==> config.mk <==
export PLATFORM = sky130hd
export DESIGN_NAME = imem_read_arbiter
export DESIGN_NICKNAME = d
export VERILOG_FILES = /design/src/rtl/imem_read_arbiter.sv
export SDC_FILE = /design/constraint.sdc
export NUM_CORES = 1
export LEC_CHECK = 0
export ABC_AREA = 1
export CAP_MARGIN = 0
export CORE_ASPECT_RATIO = 1.5
export CORE_MARGIN = 2
export CORE_UTILIZATION = 35
export DETAILED_ROUTE_END_ITERATION = 8
export PLACE_DENSITY = 0.78
export SLEW_MARGIN = 40
export SYNTH_ARGS = -nofsm -noshare
export SYNTH_HDL_FRONTEND = slang
export SYNTH_SLANG_ARGS = --single-unit
==> constraint.sdc <==
create_clock -name clock_i -period 1.1 [get_ports clock_i]
set_input_delay 0.22 -clock clock_i [delete_from_list [all_inputs] [get_ports clock_i]]
set_output_delay 0.22 -clock clock_i [all_outputs]
set_load 0.05 [all_outputs]
==> src/rtl/imem_read_arbiter.sv <==
// Round-robin arbiter sharing a synchronous-read instruction memory
// between the fetch port (F) and the debug/loader port (D).
module imem_read_arbiter #(
  parameter  int DATA_WIDTH = 32,
  parameter  int MEM_DEPTH  = 1024,
  localparam int ADDR_WIDTH = $clog2(MEM_DEPTH)
) (
  input  logic                  clock_i,
  input  logic                  reset_i,
  input  logic                  f_req_valid_i,
  input  logic [ADDR_WIDTH-1:0] f_req_addr_i,
  output logic                  f_req_ready_o,
  output logic                  f_rsp_valid_o,
  output logic [DATA_WIDTH-1:0] f_rsp_data_o,
  input  logic                  f_rsp_ready_i,
  input  logic                  d_req_valid_i,
  input  logic [ADDR_WIDTH-1:0] d_req_addr_i,
  output logic                  d_req_ready_o,
  output logic                  d_rsp_valid_o,
  output logic [DATA_WIDTH-1:0] d_rsp_data_o,
  input  logic                  d_rsp_ready_i,
  output logic [ADDR_WIDTH-1:0] mem_addr_o,
  input  logic [DATA_WIDTH-1:0] mem_data_i
);

  typedef enum logic {
    PORT_F = 1'b0,
    PORT_D = 1'b1
  } port_e;

  logic                  inflight_q, inflight_d;
  logic                  hold_q, hold_d;
  port_e                 owner_q, owner_d;
  port_e                 rr_q, rr_d;
  logic [DATA_WIDTH-1:0] hold_data_q, hold_data_d;

  logic                  busy;
  logic                  owner_rdy;
  logic                  can_accept;
  logic                  gnt_f;
  logic                  gnt_d;
  logic                  rsp_vld;
  logic [DATA_WIDTH-1:0] rsp_word;

  always_comb begin
    busy       = inflight_q | hold_q;
    owner_rdy  = (owner_q == PORT_D) ? d_rsp_ready_i
                                     : f_rsp_ready_i;
    // Reset masks grants so nothing is accepted and then lost
    can_accept = !reset_i && (!busy || owner_rdy);
    gnt_f      = can_accept && f_req_valid_i &&
                 (!d_req_valid_i || rr_q == PORT_F);
    gnt_d      = can_accept && d_req_valid_i &&
                 (!f_req_valid_i || rr_q == PORT_D);
    rsp_vld    = busy && !reset_i;
    rsp_word   = inflight_q ? mem_data_i : hold_data_q;
  end

  always_comb begin
    f_req_ready_o = gnt_f;
    d_req_ready_o = gnt_d;
    mem_addr_o    = '0;
    if (gnt_f) begin
      mem_addr_o = f_req_addr_i;
    end else if (gnt_d) begin
      mem_addr_o = d_req_addr_i;
    end
    f_rsp_valid_o = rsp_vld && (owner_q == PORT_F);
    d_rsp_valid_o = rsp_vld && (owner_q == PORT_D);
    f_rsp_data_o  = f_rsp_valid_o ? rsp_word : '0;
    d_rsp_data_o  = d_rsp_valid_o ? rsp_word : '0;
  end

  always_comb begin
    inflight_d  = inflight_q;
    hold_d      = hold_q;
    owner_d     = owner_q;
    rr_d        = rr_q;
    hold_data_d = hold_data_q;
    if (gnt_f || gnt_d) begin
      inflight_d = 1'b1;
      hold_d     = 1'b0;
      owner_d    = gnt_d ? PORT_D : PORT_F;
      rr_d       = gnt_f ? PORT_D : PORT_F;
    end else if (inflight_q && !owner_rdy) begin
      inflight_d  = 1'b0;
      hold_d      = 1'b1;
      hold_data_d = mem_data_i;
    end else if (busy && owner_rdy) begin
      inflight_d = 1'b0;
      hold_d     = 1'b0;
    end
  end

  always_ff @(posedge clock_i) begin
    if (reset_i) begin
      inflight_q  <= 1'b0;
      hold_q      <= 1'b0;
      owner_q     <= PORT_F;
      rr_q        <= PORT_F;
      hold_data_q <= '0;
    end else begin
      inflight_q  <= inflight_d;
      hold_q      <= hold_d;
      owner_q     <= owner_d;
      rr_q        <= rr_d;
      hold_data_q <= hold_data_d;
    end
  end

endmodule
==> results of run 1 <==
-- synth_stat cells --
cell type	n	area [sq um]
o21ai_1	32	160
inv_2	3	11.3
buf_6	7	78.8
nand3_4	1	17.5
inv_1	39	146
nor2_1	131	492
nand4_1	20	125
a21boi_0	1	7.51
buf_4	1	7.51
dfxtp_1	36	721
clkbuf_1	2	7.51
nand3_2	2	20.0
nand2_2	2	12.5
buf_1	3	11.3
nand2_1	113	424
buf_2	15	75.1
nand3_1	2	10.0
a21oi_1	1	5.00
-- per-stage QoR --
stage / setup TNS [ns] / instances / hold WS [ns]
detailed placement: -62.36 / 622 / 0.509
global placement: -58.70 / 622 / 0.503
CTS: -55.23 / 648 / 0.386
floorplan: -17.88 / 411 / 0.292
-- kinds of logic after synthesis --
group,count (synthesis),share of synthesized area
DFF,36,0.309
AOI/OAI and AO/OA,34,0.0740
buffers and inverters,70,0.145
and+or+nand+nor,271,0.472
-- what timing repair did --
item                       in CTS
setup endpoints to repair     113
setup buffers                   8
gates resized for setup        86
gates cloned                   10
pin swaps                       5
==> out/results.tsv, run 1 <==
stage	metric	value	unit
status	Exit stage	global routing (5_1_grt)	
clock_tree	Root Driver	clkbuf_8	
synthesis	register area share after synthesis	0.309	
global_route	largest net degree at the start of global routing	39	
clock_tree	Inserted Clock Buffers	5	
clock_tree	hold buffer count at CTS	0	
die	Die Ht	104	um
synthesis	Synth cell types	18	
clock_tree	H-tree depth	2	
placement	Post-DP Area	0.00550	sq mm
placement	Buffers on Ports	135	
clock_tree	clock buffer depth	2	
synthesis	Seq cells post-synth	36	
placement	HPWL Detailed	7510	um
die	Die X	70.7	um
timing	worst-path endpoint category	top-level output	
placement	post-place setup slack	-0.722	ns
synthesis	Syn Nets	469	
synthesis	synthesized area	0.00233	sq mm
status	status	aborted with a tool error	
synthesis	Post-Syn Instances	411	
die	std cell rows	36	
synthesis	Avg Cell Area, Syn	5.67	sq um
die	Initial Util	0.360	
synthesis	Yosys Warn Count	0	
clock_tree	clk sinks	36	
die	Ports	136	
status	Err	[ERROR DPL-0038] Utilization greater than 100%, impossible to legalize	
placement	global placer's final weighted congestion	0.762	
timing	worst endpoint after global-route timing repair	mem_addr_o[5]	
==> inputs of run 2 (changes only) <==
- CORE_ASPECT_RATIO: 1.5 -> unset
- PLACE_DENSITY: 0.78 -> unset
- PLACE_DENSITY_LB_ADDON: unset -> 0.15
- clock period: 1.1 -> 1.4 ns (I/O delays scaled with it)
==> out/results.tsv, run 2 <==
stage	metric	value	unit	change
layout	Final Non-Filler Cells	639		
clock_tree	hold buffer count at CTS	0		unchanged
clock_tree	clock buffer depth	2		unchanged
power	Leak Pwr	2.37	nW	
clock_tree	Worst-Skew Late Latency	0.28	ns	
synthesis	Avg Cell Area, Syn	5.67	sq um	unchanged
die	Die Ht	85.6	um	-18%
layout	Util after Layout	0.832		
power	P per Cell Area	852	mW/mm^2	
timing	final setup violation count	78		
detailed_routing	initial DRC count	86		
die	Ports	136		unchanged
die	Die X	85.6	um	+21%
setup_path	WP buf/inv	4		
layout	nets	619		
power	Total Power	4.53	mW	
clock_tree	CTS tree	built		
global_route	number of global-route vias before repair	3073		
layout	commonest non-fill, non-tap cells in the layout	nand2_1 (100), nor2_1 (66), nor2_4 (62)		
run	number of max-cap violations	0		
timing	unrepaired setup endpoints after global routing	true		
clock_tree	H-tree depth	2		unchanged
timing	Fin. Hold Viols	0		
setup_path	CP Max Fanout	6		
placement	post-place setup slack	-0.499	ns	+0.223 ns
synthesis	Post-synth top cells	nor2_1 (131), nand2_1 (113), inv_1 (39)		
placement	global placer's final weighted congestion	0.742		-2.7%
synthesis	ys flop type	dfxtp_1		
synthesis	top cells by area, synth	dfxtp_1 (31%), nor2_1 (21%), nand2_1 (18%)		
setup_path	CP cell instances	inv_4 > nand2_4 > nand3_4 > buf_4 > buf_12 > nor2_4 > buf_12		
detailed_routing	TritonRoute pass-1 iters	4		
detailed_routing	via count	3061		
setup_path	Critical Path Start Type	flop		
layout	share of layout cells above drive strength 1	0.441		
timing	hold slack final	0.468	ns	
layout	n_diodes	0		
layout	fillers	381		
power	maximum vdd ir drop	0.000577	V	
placement	HPWL Detailed	6160	um	-18%
timing	normalized max-slew margin	0.759		
setup_path	Worst Path Required	1.12	ns	
synthesis	Post-synth EDFFs	0		unchanged
global_route	Overflow after GRT	0		
die	die area	0.00733	sq mm	
layout	max reg flops	32		
detailed_routing	post-route ant nets	0		
detailed_routing	wirelength, routed	8420	um	
clock_tree	Root Driver	clkbuf_8		
layout	largest register by flop count	hold_data_q		
clock_tree	clk sinks	36		unchanged
timing	achievable frequency	568	MHz	
synthesis	Post-Syn Instances	411		unchanged
timing	max-slew violation count	0		
clock_tree	CTS clock-pin slew for the worst setup and hold paths	0.07	ns	
timing	TNS Setup	-23.89	ns	
setup_path	CP max stage cell	dfxtp_2		
synthesis	count leader, synth	nor2_1		
timing	Final WS setup	-0.362	ns	
synthesis	Async S/R FF share, synth	0		unchanged
global_route	largest net degree at the start of global routing	37		
die	Initial Util	0.365		+0.00564
synthesis	post-synth top area cell	dfxtp_1		
synthesis	Synth cell types	18		unchanged
global_route	antenna violations before repair	0		
min_path	Hold Path Class	in2reg		
placement	dpl cells	621		-0.16%
clock_tree	Inserted Clock Buffers	5		unchanged
synthesis	Syn Nets	469		unchanged
synthesis	register area share after synthesis	0.309		unchanged
global_route	Total GRT Usage	0.237		
setup_path	CP delay by family, top	buffers and inverters		
placement	Post-DP Area	0.00491	sq mm	-11%
detailed_routing	routed vias/inst	4.79		
global_route	first-pass GRT wire length	13900	um	
die	Core Area	0.00639	sq mm	
status	status	complete, but fails checks		
synthesis	synthesized area	0.00233	sq mm	unchanged
synthesis	Yosys Warn Count	0		unchanged
synthesis	Seq cells post-synth	36		unchanged
die	std cell rows	29		-19%
setup_path	CP peak stage delay	0.35	ns	
timing	final period utilization	1.26		
detailed_routing	DRC Markers	0		
timing	min cycle time layout	1.76	ns	
synthesis	Synth top area share	0.309		unchanged
layout	final instance area	0.00532	sq mm	
timing	clock skew	0.00574	ns	
setup_path	Worst Setup End Kind	primary output		
timing	Worst Tran Pin Value	0.362	ns	
setup_path	Critical Path AT	1.48	ns	
setup_path	cell mode on critical path	buf_12		
detailed_routing	WL/cell	13.2	um	
layout	P&R area growth vs syn	128	%	
setup_path	critical path class	reg2out		
layout	commonest non-fill, non-tap cell in the layout	nand2_1		
placement	Buffers on Ports	135		unchanged
status	failing checks	setup timing		
-- run 2: final cells by class --
cell class,instances,area [sq um],area share
clock buffers,8,90.1,0.0169
inverters,42,168,0.0315
multi-input cells,305,1960,0.368
flip-flops and latches,36,723,0.136
well taps,77,96.3,0.0181
repair buffers,171,2280,0.429
-- run 2: cell families (layout without fill, tap and decap cells) --
logic type	Yosys count	count (layout)	share of synthesized area
and+or+nand+nor	271	271	0.472
DFF	36	36	0.309
buffers and inverters	70	221	0.145
AOI/OAI and AO/OA	34	34	0.0740
-- run 2: timing repair --
action / in CTS / in global routing
buffers inserted: 7 / 3
pin swaps: 9 / 3
setup endpoints to repair: 78 / 78
resized for setup: 54 / 8
cloned: 5 / 0
-- run 2: final timing paths --
| check | end | cells after the start | slack (ns) | start |
|---|---|---|---|---|
| setup / recovery | f_rsp_data_o[12] | 7 | -0.36 | inflight_q$_SDFFE_PP0P_ |
| hold / removal | hold_q$_SDFFE_PP0P_ | 3 | 0.47 | reset_i |
| setup reg to reg | owner_q$_SDFFE_PP0P_ | 9 | 0.12 | owner_q$_SDFFE_PP0P_ |
| hold reg to reg | hold_data_q[15]$_SDFFE_PP0P_ | 4 | 0.52 | hold_data_q[15]$_SDFFE_PP0P_ |
-- run 2: worst min-delay path: cells and delay by family --
kind / cells / cell delay [ns]
buf+inv: 2 / 0.39
simple gates: 1 / 0.04
-- run 2: where the power goes --
part / switching (mW) / internal (mW)
Combinational: 1.53 / 1.07
Clock: 0.358 / 0.402
Sequential: 0.0350 / 1.14
-- run 2: per-layer routing --
layer  up-vias  routed length [um]  track usage
met5         -                   0            0
met4         0                 127       0.0678
met3        11                 587       0.0635
met2        95                4530        0.452
met1      1396                3180        0.253
li1       1559                   -            -
No activity file was read; power rests on OpenSTA's default activity.
